File: src/rtl/keypad_pkg.sv
// Shared geometry constants, FSM state types and key-map helpers for the keypad scanner.
package keypad_pkg;

  localparam int unsigned NUM_ROWS = 4;
  localparam int unsigned NUM_COLS = 4;
  localparam int unsigned KEY_W    = 4;
  localparam int unsigned NUM_KEYS = NUM_ROWS * NUM_COLS;
  localparam int unsigned CNT_W    = KEY_W + 1;

  typedef enum logic {
    SCAN_PARK,
    SCAN_DRIVE
  } scan_state_e;

  typedef enum logic [1:0] {
    PRESS_RELEASED,
    PRESS_PRESSED,
    PRESS_MULTI
  } press_state_e;

  function automatic logic [CNT_W-1:0] count_keys(input logic [NUM_KEYS-1:0] map);
    logic [CNT_W-1:0] n;
    n = '0;
    for (int unsigned i = 0; i < NUM_KEYS; i++) begin
      n = n + CNT_W'(map[i]);
    end
    return n;
  endfunction

  // Only meaningful when exactly one bit of the map is set.
  function automatic logic [KEY_W-1:0] key_index(input logic [NUM_KEYS-1:0] map);
    logic [KEY_W-1:0] idx;
    idx = '0;
    for (int unsigned i = 0; i < NUM_KEYS; i++) begin
      if (map[i]) idx = KEY_W'(i);
    end
    return idx;
  endfunction

endpackage

File: src/rtl/sync_2ff.sv
// Two-flop synchronizer for asynchronous level inputs, synchronous active-high reset.
module sync_2ff #(
  parameter int unsigned WIDTH = 1
) (
  input  logic             clk,
  input  logic             reset_in,
  input  logic [WIDTH-1:0] d_in,
  output logic [WIDTH-1:0] q_out
);

  logic [WIDTH-1:0] meta_q;
  logic [WIDTH-1:0] sync_q;

  always_ff @(posedge clk) begin
    if (reset_in) begin
      meta_q <= '0;
      sync_q <= '0;
    end else begin
      meta_q <= d_in;
      sync_q <= meta_q;
    end
  end

  assign q_out = sync_q;

endmodule

File: src/rtl/keypad_scanner.sv
// 4x4 matrix keypad scanner: row-at-a-time drive, whole-frame debounce and
// classification of the accepted map into single-press / multi-key states.
module keypad_scanner
  import keypad_pkg::*;
#(
  parameter int unsigned SCAN_DIV        = 12000,
  parameter int unsigned DEBOUNCE_FRAMES = 4
) (
  input  logic                clk,
  input  logic                reset_in,
  input  logic                scan_en,
  output logic [NUM_ROWS-1:0] row_out,
  input  logic [NUM_COLS-1:0] col_in,
  output logic [NUM_KEYS-1:0] key_map,
  output logic [KEY_W-1:0]    key_code,
  output logic                key_valid,
  output logic                key_held,
  output logic                multi_key
);

  localparam int unsigned SLOT_W = $clog2(SCAN_DIV);
  localparam int unsigned ROW_W  = $clog2(NUM_ROWS);
  localparam int unsigned STAB_W = $clog2(DEBOUNCE_FRAMES + 1);

  localparam logic [SLOT_W-1:0] SLOT_LAST = SLOT_W'(SCAN_DIV - 1);
  localparam logic [ROW_W-1:0]  ROW_LAST  = ROW_W'(NUM_ROWS - 1);
  localparam logic [STAB_W-1:0] STAB_MAX  = STAB_W'(DEBOUNCE_FRAMES);

  scan_state_e         scan_q, scan_d;
  press_state_e        press_q, press_d;
  logic [SLOT_W-1:0]   slot_q, slot_d;
  logic [ROW_W-1:0]    row_q, row_d;
  logic [NUM_KEYS-1:0] frame_q, frame_d;
  logic [NUM_KEYS-1:0] prev_q, prev_d;
  logic [STAB_W-1:0]   stab_q, stab_d;
  logic [NUM_KEYS-1:0] key_map_q, key_map_d;
  logic [KEY_W-1:0]    key_code_q, key_code_d;
  logic                key_valid_q, key_valid_d;

  logic [NUM_COLS-1:0] col_sync;
  logic [NUM_KEYS-1:0] snapshot;
  logic [CNT_W-1:0]    n_keys;
  logic                frame_end;
  logic                map_update;

  sync_2ff #(
    .WIDTH(NUM_COLS)
  ) u_col_sync (
    .clk     (clk),
    .reset_in(reset_in),
    .d_in    (col_in),
    .q_out   (col_sync)
  );

  always_comb begin
    scan_d      = scan_q;
    slot_d      = slot_q;
    row_d       = row_q;
    frame_d     = frame_q;
    prev_d      = prev_q;
    stab_d      = stab_q;
    key_map_d   = key_map_q;
    key_code_d  = key_code_q;
    key_valid_d = 1'b0;
    press_d     = press_q;
    frame_end   = 1'b0;
    map_update  = 1'b0;
    n_keys      = '0;

    // Current row's inverted columns merged over the rows already captured this frame.
    snapshot = frame_q;
    snapshot[row_q * NUM_COLS +: NUM_COLS] = ~col_sync;

    case (scan_q)
      SCAN_PARK: begin
        slot_d = '0;
        row_d  = '0;
        if (scan_en) scan_d = SCAN_DRIVE;
      end
      SCAN_DRIVE: begin
        if (slot_q == SLOT_LAST) begin
          slot_d  = '0;
          frame_d = snapshot;
          if (row_q == ROW_LAST) begin
            frame_end = 1'b1;
            row_d     = '0;
            if (!scan_en) scan_d = SCAN_PARK;
          end else begin
            row_d = row_q + 1'b1;
          end
        end else begin
          slot_d = slot_q + 1'b1;
        end
      end
      default: scan_d = SCAN_PARK;
    endcase

    if (frame_end) begin
      prev_d = snapshot;
      if (snapshot == prev_q) begin
        stab_d = (stab_q == STAB_MAX) ? stab_q : stab_q + 1'b1;
      end else begin
        stab_d = STAB_W'(1);
      end
      map_update = (stab_d == STAB_MAX) && (snapshot != key_map_q);
    end

    if (map_update) begin
      key_map_d = snapshot;
      n_keys    = count_keys(snapshot);
      if (n_keys == '0) begin
        press_d = PRESS_RELEASED;
      end else if (n_keys == CNT_W'(1)) begin
        // A single key only counts as a press when coming from an all-released map.
        if (press_q == PRESS_RELEASED) begin
          press_d     = PRESS_PRESSED;
          key_code_d  = key_index(snapshot);
          key_valid_d = 1'b1;
        end else begin
          press_d = PRESS_MULTI;
        end
      end else begin
        press_d = PRESS_MULTI;
      end
    end
  end

  always_ff @(posedge clk) begin
    if (reset_in) begin
      scan_q      <= SCAN_PARK;
      press_q     <= PRESS_RELEASED;
      slot_q      <= '0;
      row_q       <= '0;
      frame_q     <= '0;
      prev_q      <= '0;
      stab_q      <= '0;
      key_map_q   <= '0;
      key_code_q  <= '0;
      key_valid_q <= 1'b0;
    end else begin
      scan_q      <= scan_d;
      press_q     <= press_d;
      slot_q      <= slot_d;
      row_q       <= row_d;
      frame_q     <= frame_d;
      prev_q      <= prev_d;
      stab_q      <= stab_d;
      key_map_q   <= key_map_d;
      key_code_q  <= key_code_d;
      key_valid_q <= key_valid_d;
    end
  end

  assign row_out   = (scan_q == SCAN_DRIVE) ? ~(NUM_ROWS'(1) << row_q) : '1;
  assign key_map   = key_map_q;
  assign key_code  = key_code_q;
  assign key_valid = key_valid_q;
  assign key_held  = (press_q == PRESS_PRESSED);
  assign multi_key = (press_q == PRESS_MULTI);

endmodule

File: config.mk
export PLATFORM = sky130hd
export DESIGN_NAME = keypad_scanner
export DESIGN_NICKNAME = d
export VERILOG_FILES = /design/src/rtl/keypad_pkg.sv /design/src/rtl/sync_2ff.sv /design/src/rtl/keypad_scanner.sv
export SDC_FILE = /design/constraint.sdc
export NUM_CORES = 1
export LEC_CHECK = 0
export ABC_AREA = 1
export CORE_AREA = 8 8 106 108
export CTS_CLUSTER_DIAMETER = 80
export DETAILED_ROUTE_END_ITERATION = 8
export DIE_AREA = 0 0 114 116
export GPL_ROUTABILITY_DRIVEN = 0
export PLACE_DENSITY = 0.71
export REMOVE_ABC_BUFFERS = 1
export SLEW_MARGIN = 20
export SYNTH_ARGS = -nofsm -noshare
export SYNTH_HDL_FRONTEND = slang
export SYNTH_SLANG_ARGS = --single-unit
File: constraint.sdc
create_clock -name clk -period 7.22 [get_ports clk]
set_input_delay 1.444 -clock clk [delete_from_list [all_inputs] [get_ports clk]]
set_output_delay 1.444 -clock clk [all_outputs]
set_load 0.05 [all_outputs]
==> flow_summary.toml <==
[logic_synthesis]
synth_area_sq_um = 4610
yosysSeqAreaShare_pct = 36.0
syn_inst = 690
yosysWarnings = 0
synth-seq-cells = 83
synth_cell_types = 34
avgSynthCellArea_sq_um = 6.68

[sta]
hold_viol_final = 0
setup_ws_ns = 1.45
relSlewSlack_pct = 30.4
grt_setup_unrepaired = "false"
hold_ws_ns = 0.406
setup_viol = 0
final.min_clock_period_ns = 5.77
setup_tns_ns = 0
clock.fmax_mhz = 173
period_share_pct = 79.9
clock_skew_ns = 0.0139
worst_pin_slew_ns = 1.04
finalMaxSlewViolations = 0

[cells_and_area]
nNetsFinal = 748
instances_no_fill = 856
final_area_sq_um = 5270
drive_gt1_share_pct = 6.09
final_common_cell = "nand2_1"
n_antenna_cell = 0
final_util_pct = 55.2
areaGrowthSynthToFinish_pct = 14.3
layout_common_cells = "160 x nand2_1, 103 x nor2_1, 101 x inv_1"

[clocking]
cts.sinks = 83
cts_tree = "yes"
clock_latency_ns = 0.37
cts_resized = 0
clk_pin_slew_worst_paths_ns = 0.09
holdBufCountCts = 0
cts-root-buf = "clkbuf_8"
cts_setup_buffers = 0
cts_buffer_depth = 2
cts_buffers = 9
cts-htree-levels = 3

[drt]
drt_iter0_markers = 277
remaining_drc_errors = 0
detail_route.wl_per_cell_um = 13.6
met3_length_um = 507
first_pass_iters = 5
wl_met1_um = 5200
wl_met2_um = 5660
dr_total_vias = 4367
drtAntennaViolNets = 0
top_layer_used = "met4"
wl_um = 11600
drt-vias-per-instance = 5.10

[die]
io_pins = 34
dieHeight_um = 116
die_area_sq_um = 13200
coreArea_sq_um = 9550
rows = 36
start_util_pct = 48.3
fp.dieW_um = 114

[placement]
post_dp_cell_area_sq_um = 5050
portBuffers = 33
place_inst = 840
dp_hpwl_um = 8780
place_ws_ns = 1.54

[setup_path]
crit_top_cell = "nand2_1"
cpPeakStageDelay_ns = 0.55
startpoint_type = "flop"
worst_ep_arrival_time_ns = 6.07
critPathMaxFanout = 9
crit_required_ns = 7.52
crit_path_top_delay_cell = "fa_1"
cp-end-kind = "flop"
critPathKind = "flop to flop"
path_cells = "inv_2, ha_1, inv_2, nand2_1, nor2_1, nand2_1, nand2_1, inv_1, fa_1, fa_1, fa_1, fa_1, inv_1, ha_1, fa_1, xnor2_1, nand2_1, nor2_1, nand4_1, nor2_1, nand4_2, nand2_1, nand2_1, nor2_1"

[global_routing]
grt_pass1_wl_um = 19600
antenna_found_initial = 0
grt_overflow = 0
grt_pass1_vias = 4137
grt_max_degree = 39
grt_usage_pct = 18.6

[power_and_ir_drop]
cellPowerDensity_nw_per_um2 = 168
power_uw = 888
p_leak_nw = 2.29
peakVddDrop_v = 0.0000886

[job]
cap_violations = 0

[min_path]
hold_class = "flop to flop"

[outcome]
status = "completed"
## synthesized netlist by cell type, drive strengths merged
master	count	area share, %
clkinv	1	0.081
nand3b	1	0.16
nor3b	5	0.81
buf	4	0.54
nand4	6	0.95
clkbuf	15	1.2
nor2	110	9.6
o221ai	1	0.19
nor3	4	0.76
o211ai	1	0.16
o32ai	1	0.19
a31oi	2	0.27
ha	13	3.5
xor2	6	1.1
o21a	2	0.33
a21oi	57	6.2
xnor2	1	0.19
o21ai	39	4.2
fa	10	4.3
nor4	3	0.73
nand2	167	14
nand3	52	5.8
inv	106	8.6
dfxtp	83	36
## sequential cells by signal, summed over array words and instances, names as in the netlist
name               cells
key_map               16
key_valid              1
stab_q                 3
scan_q                 1
slot_q                14
row_q                  2
u_col_sync.meta_q      4
u_col_sync.q_out       4
prev_q                16
key_code               4
frame_q               16
press_q                2
## cell families after synthesis
logic type	Yosys count	synth area share, %
adder cells (fa/ha/maj)	23	7.87
AO/OA/AOI/OAI	103	11.6
AND/OR/NAND/NOR	348	32.7
buffers and inverters	126	10.5
flip-flops	83	36.0
XOR/XNOR	7	1.33
## layout make-up
type                    count  area [sq um]
clock inverters             7          98.8
fillers                   979          4280
clock buffers               9           124
multi-input cells         481          2460
inverters                 107           402
flip-flops and latches     83          1660
repair buffers             36           353
well taps                 133           166
## metal layers
layer	GRT usage, %	vias to the layer above
li1	-	2223
met1	22.4	2042
met2	32.6	82
met3	3.07	20
met4	7.10	0
met5	0	-
## worst paths after layout
path | from | endpoint | slack, ns | depth (start not counted)
setup / recovery | row_q[0]$_SDFFE_PP0P_ | key_code[0]$_SDFFE_PP0P_ | 1.45 | 24
hold / removal | u_col_sync.meta_q[2]$_SDFF_PP0_ | u_col_sync.q_out[2]$_SDFF_PP0_ | 0.41 | 2
setup reg to reg | row_q[0]$_SDFFE_PP0P_ | key_code[0]$_SDFFE_PP0P_ | 1.45 | 24
hold reg to reg | u_col_sync.meta_q[2]$_SDFF_PP0_ | u_col_sync.q_out[2]$_SDFF_PP0_ | 0.41 | 2
## power breakdown
| part | leakage, nW | internal (mW) | switching, mW |
|---|---|---|---|
| clock | 0.110 | 0.197 | 0.184 |
| combinational | 1.51 | 0.0155 | 0.0280 |
| sequential | 0.671 | 0.460 | 0.00282 |
## worst max-delay path, delay by kind of cell (launching register included)
family | cells | cell delay, ns
fa+ha+maj | 7 | 3.01
simple gates | 12 | 1.64
flops | 1 | 0.48
buf+inv | 4 | 0.44
xor+xnor | 1 | 0.15
(Power assumes the default switching activity.)
==> edit 1 (same settings) <==
Register the outputs `row_out`, `key_held` and `multi_key`, cleared by the reset; this adds one clock of latency there. The other outputs are not delayed to match.
--- a/src/rtl/keypad_scanner.sv
+++ b/src/rtl/keypad_scanner.sv
@@ -152,10 +152,18 @@
   end
 
-  assign row_out   = (scan_q == SCAN_DRIVE) ? ~(NUM_ROWS'(1) << row_q) : '1;
   assign key_map   = key_map_q;
   assign key_code  = key_code_q;
   assign key_valid = key_valid_q;
-  assign key_held  = (press_q == PRESS_PRESSED);
-  assign multi_key = (press_q == PRESS_MULTI);
+  always_ff @(posedge clk) begin
+    if (reset_in) begin
+      row_out   <= '0;
+      key_held  <= '0;
+      multi_key <= '0;
+    end else begin
+      row_out   <= (scan_q == SCAN_DRIVE) ? ~(NUM_ROWS'(1) << row_q) : '1;
+      key_held  <= (press_q == PRESS_PRESSED);
+      multi_key <= (press_q == PRESS_MULTI);
+    end
+  end
 
 endmodule
Function: changed (a bounded check fails within 4 cycles, from zero or initial values and one cycle with reset_in high).
==> edit 1 against the original RTL <==
  * Clock power shrank 5%
  * Final area is 1.5% higher
  * Via count increased by 0.62%
  * Utilization increased by 0.81 points
  * Non-clock buffer count shrank 1
  * Sequential power increased by 7.6%
  * Power increased by 2.4%
  * Worst setup slack improved by 0.25 ns
  * Sequential cell count increased by 6
  * Global-route usage rose by 0.17 points
  * Largest power group unchanged
  * Sequential share of layout area grew 1.8 points
  * Wire length up 0.99%
  * Area after synthesis increased by 2.1%
==> edit 1: results <==
[status]
status = finished clean

[sta]
final.setup_skew_ns = 0.00801
worstMarginPinSlew_ns = 0.982

[finish]
fillers = 946
layout.cells.non_filler = 864
antennaDiodeCount = 0
drive_gt1_share_pct = 5.88
finalNetCount = 756

[routing]
dr.pass1.iters = 5
totalWireLength_um = 11700
via_per_inst = 5.09
drt_iter0_drc = 259

[clocking]
numCtsBuffers = 9
path_clk_slew_ns = 0.09
clock-root-buffer = clkbuf_8
htree_levels = 3
ctsLongestPathBuffers = 2
cts_setup_buffers = 0
cts_resized = 0
clk_latency_ns = 0.37

[place]
dpl.cell_count = 848
dp_hpwl_um = 8810
numPortBuffers = 33

[synth]
async_flop_share_pct = 0
synth_edf_count = 0
synthFlopType = dfxtp_1
synth-seq-area-share_pct = 37.9
netlist_instances = 698
yosysWarnings = 0
synth_area_leaders = dfxtp_1 (38%), nand2_1 (13%), inv_1 (8.1%)
yosys.cell_types.count = 30
synth_common_cells = nand2_1 (167), inv_1 (101), nor2_1 (95)

[worst_setup_path]
startpoint_type = flop
crit_path_max_fanout = 9
cp_slowest_stage_delay_ns = 0.55
worstPathArrival_ns = 5.83
crit_slowest_cell = fa_1
crit_family = adder cells

[global_routing]
grt_pass1_vias = 4204
antenna_found_initial = 0
track_usage_pct = 18.8
grt_pass1_wl_um = 19900
grt_max_degree = 44

[power_and_ir_drop]
p_leak_nw = 2.31
peakVddDrop_uv = 104

[hold_path]
hold_class = reg2reg
edit 1: cell count changes after synthesis, moves of 5 or more:
cell	delta
o21ai_0	+15
o21ai_1	-14
nor2_1	-8
nand2_1	+7
a21oi_1	+6
dfxtp_1	+6
nand3_1	-5
nor3b_1	-5
edit 1: cells by family (layout without fill, tap and decap cells):
kind of cell	count (synthesis)	count (layout)	share of synthesized area [%]
compound gates	108	108	11.7
buf+inv	126	159	10.4
fa+ha+maj	23	23	7.71
flops	89	89	37.9
xor+xnor	11	11	2.05
simple gates	341	341	30.3
edit 1: worst paths after layout:
check	slack, ns	end	cells after the start	from
worst max-delay path	1.70	key_code[0]$_SDFFE_PP0P_	24	row_q[0]$_SDFFE_PP0P_
worst min-delay path	0.40	u_col_sync.q_out[1]$_SDFF_PP0_	2	u_col_sync.meta_q[1]$_SDFF_PP0_
worst max register to register	1.70	key_code[0]$_SDFFE_PP0P_	24	row_q[0]$_SDFFE_PP0P_
worst min register to register	0.40	u_col_sync.q_out[1]$_SDFF_PP0_	2	u_col_sync.meta_q[1]$_SDFF_PP0_
edit 1: worst register-to-register path: cells and delay by family, from the launching register on:
family,cells,cell delay (ns)
XOR/XNOR,1,0.16
adder cells (fa/ha/maj),7,2.98
buffers and inverters,6,0.63
flip-flops,1,0.47
AND/OR/NAND/NOR,10,1.23
edit 1: area by class of cell:
type                    count  share of cell area, %
clock buffers              10                   2.57
repair buffers             35                   6.46
well taps                 133                   3.11
flip-flops and latches     89                   33.3
multi-input cells         483                   45.6
inverters                 108                   7.58
clock inverters             6                   1.36
edit 1: layer usage:
| metal | GRT usage, % | vias up | share of wire [%] |
|---|---|---|---|
| met5 | 0 | - | 0 |
| met2 | 32.5 | 115 | 49 |
| met3 | 2.87 | 24 | 4.7 |
| li1 | - | 2247 | - |
| met1 | 22.7 | 2008 | 45 |
| met4 | 8.25 | 0 | 2.1 |
edit 1: power by group:
| part | switching (mW) | leakage [nW] | total, mW | internal [mW] |
|---|---|---|---|---|
| logic | 0.0324 | 1.48 | 0.0491 | 0.0167 |
| registers | 0.00300 | 0.720 | 0.498 | 0.495 |
| clock network | 0.189 | 0.104 | 0.363 | 0.174 |
edit 1: through the flow:
stage               cell area, um2  worst slack [ns]  total power, mW
floorplan                     4620              2.23            0.539
global placement              5130              1.95            0.557
detailed placement            5130              1.75            0.558
CTS                           5350              1.71            0.919
global route                  5350              1.19            0.946
finish                        5350              1.70            0.910
==> edit 2 (same flow settings) <==
Without the edit above. The package constant `NUM_COLS` goes from 4 to 2.
--- a/src/rtl/keypad_pkg.sv
+++ b/src/rtl/keypad_pkg.sv
@@ -3,5 +3,5 @@
 
   localparam int unsigned NUM_ROWS = 4;
-  localparam int unsigned NUM_COLS = 4;
+  localparam int unsigned NUM_COLS = 2;
   localparam int unsigned KEY_W    = 4;
   localparam int unsigned NUM_KEYS = NUM_ROWS * NUM_COLS;
Ports: changed (resized col_in and key_map); port bits go from 34 to 24. No check against the original RTL was run, so the function may have changed too.
==> edit 2 against the original RTL <==
  * Power decreased by 40%
  * Wire length is 42% lower
  * Area after synthesis fell by 35%
  * Sequential cell count decreased by 29
  * Final area decreased by 35%
  * Non-clock buffer count decreased by 14
  * Worst setup slack better by 0.68 ns
  * Critical endpoint is now key_code[1]$_SDFFE_PP0P_
  * Critical path depth shrank 3
==> edit 2: results <==
[finish]
antennaDiodeCount = 0
finalNetCount = 480
regMostFlops = slot_q
largest_register_ffs = 14
drive_gt1_share_pct = 6.09

[routing]
totalWireLength_um = 6720
via_per_inst = 4.49
drt_iter0_drc = 135
wl_per_cell_um = 11.3
dr.pass1.iters = 4

[synth]
synth-seq-area-share_pct = 36.2
yosys.cell_types.count = 36
synth_common_cells = nand2_1 (95), inv_1 (74), nor2_1 (61)
synthFlopType = dfxtp_1
netlist_instances = 439
yosysWarnings = 0
synth_area_leaders = dfxtp_1 (36%), nand2_1 (12%), inv_1 (9.3%)
async_flop_share_pct = 0

[place]
placed_area_um2 = 3330
dpl.cell_count = 585
dp_hpwl_um = 5090
numPortBuffers = 22

[power_and_ir_drop]
peakVddDrop_uv = 111
switching_share_pct = 22.4
p_leak_nw = 1.43

[worst_setup_path]
worstPathArrival_ns = 5.33
crit_family = adder cells
crit_slowest_cell = nor4_1
crit_path_max_fanout = 7
cp_slowest_stage_delay_ns = 0.65

[clocking]
cts_resized = 0
clock-root-buffer = clkbuf_8
numCtsBuffers = 5
path_clk_slew_ns = 0.10
htree_levels = 2
cts_setup_buffers = 0
ctsLongestPathBuffers = 2
clk_latency_ns = 0.31

[global_routing]
use_met1_pct = 12.5
grt.met3_usage_pct = 2.61
grt_pass1_wl_um = 11300
track_usage_pct = 10.4
gr-usage-met2_pct = 18.0
grt_pass1_vias = 2573
grt_max_degree = 26
antenna_found_initial = 0

[hold_path]
hold_class = reg2reg

[status]
status = finished clean

[sta]
final.setup_skew_ns = 0.00724
max_slew_margin_pct = 44.2
## edit 2: cell types whose count changed after synthesis, sizes merged, moves of 3 or more
cell    before  now
a21oi       57   27
clkbuf      15    5
dfxtp       83   54
fa          10    4
inv        106   77
nand2      167  103
nand3       52   29
nor2       110   67
nor3b        5    2
o21ai       39   27
xor2         6    3
## edit 2: metrics by stage
stage	power (mW)	hold WS, ns	setup slack, ns	utilization (%)
final	0.530	0.409	2.13	36.0
after global routing	0.555	0.455	1.69	36.0
after global placement	0.333	0.390	2.48	34.8
after detailed placement	0.333	0.398	2.19	34.8
after floorplan	0.324	0.388	2.66	-
after CTS	0.537	0.413	2.16	36.0
## edit 2: cell type report
class / count / area, um2
Tap cell: 133 / 166
Inverter: 78 / 293
Clock inverter: 2 / 37.5
Clock buffer: 6 / 72.6
Sequential cell: 54 / 1080
Fill cell: 1030 / 6110
Multi-Input combinational cell: 298 / 1570
Timing Repair Buffer: 22 / 220
## edit 2: metal layers
layer  wire (um)  up-vias
li1            -     1402
met1        3130     1197
met2        3150       57
met3         364        9
met4          79        0
met5           0        -
## edit 2: power by group through the flow
stage / Clock [mW] / Sequential, mW / Combinational, mW
4_1_cts: 0.210 / 0.301 / 0.0254
3_3_place_gp: 0 / 0.308 / 0.0245
5_1_grt: 0.225 / 0.302 / 0.0289
6_report: 0.204 / 0.301 / 0.0255
2_1_floorplan: 0 / 0.308 / 0.0166
3_5_place_dp: 0 / 0.308 / 0.0253
## edit 2: worst min-delay path: stages, from the launching register on
cell	delay, ns
dfxtp_1	0.31
inv_1	0.04
nor2_1	0.03
## edit 2: kinds of logic after synthesis
group,after synthesis,synth area share [%]
AND/OR/NAND/NOR,214,32.0
buffers and inverters,87,11.4
AO/OA/AOI/OAI,61,10.8
flip-flops,54,36.2
adder cells (fa/ha/maj),16,7.71
XOR/XNOR,6,1.76
other,1,0.126
## edit 2: worst paths after layout
kind	start	to	slack, ns	cells after the start
setup / recovery	row_q[0]$_SDFFE_PP0P_	key_code[1]$_SDFFE_PP0P_	2.13	21
hold / removal	u_col_sync.meta_q[0]$_SDFF_PP0_	u_col_sync.q_out[0]$_SDFF_PP0_	0.41	2
setup reg to reg	row_q[0]$_SDFFE_PP0P_	key_code[1]$_SDFFE_PP0P_	2.13	21
hold reg to reg	u_col_sync.meta_q[0]$_SDFF_PP0_	u_col_sync.q_out[0]$_SDFF_PP0_	0.41	2
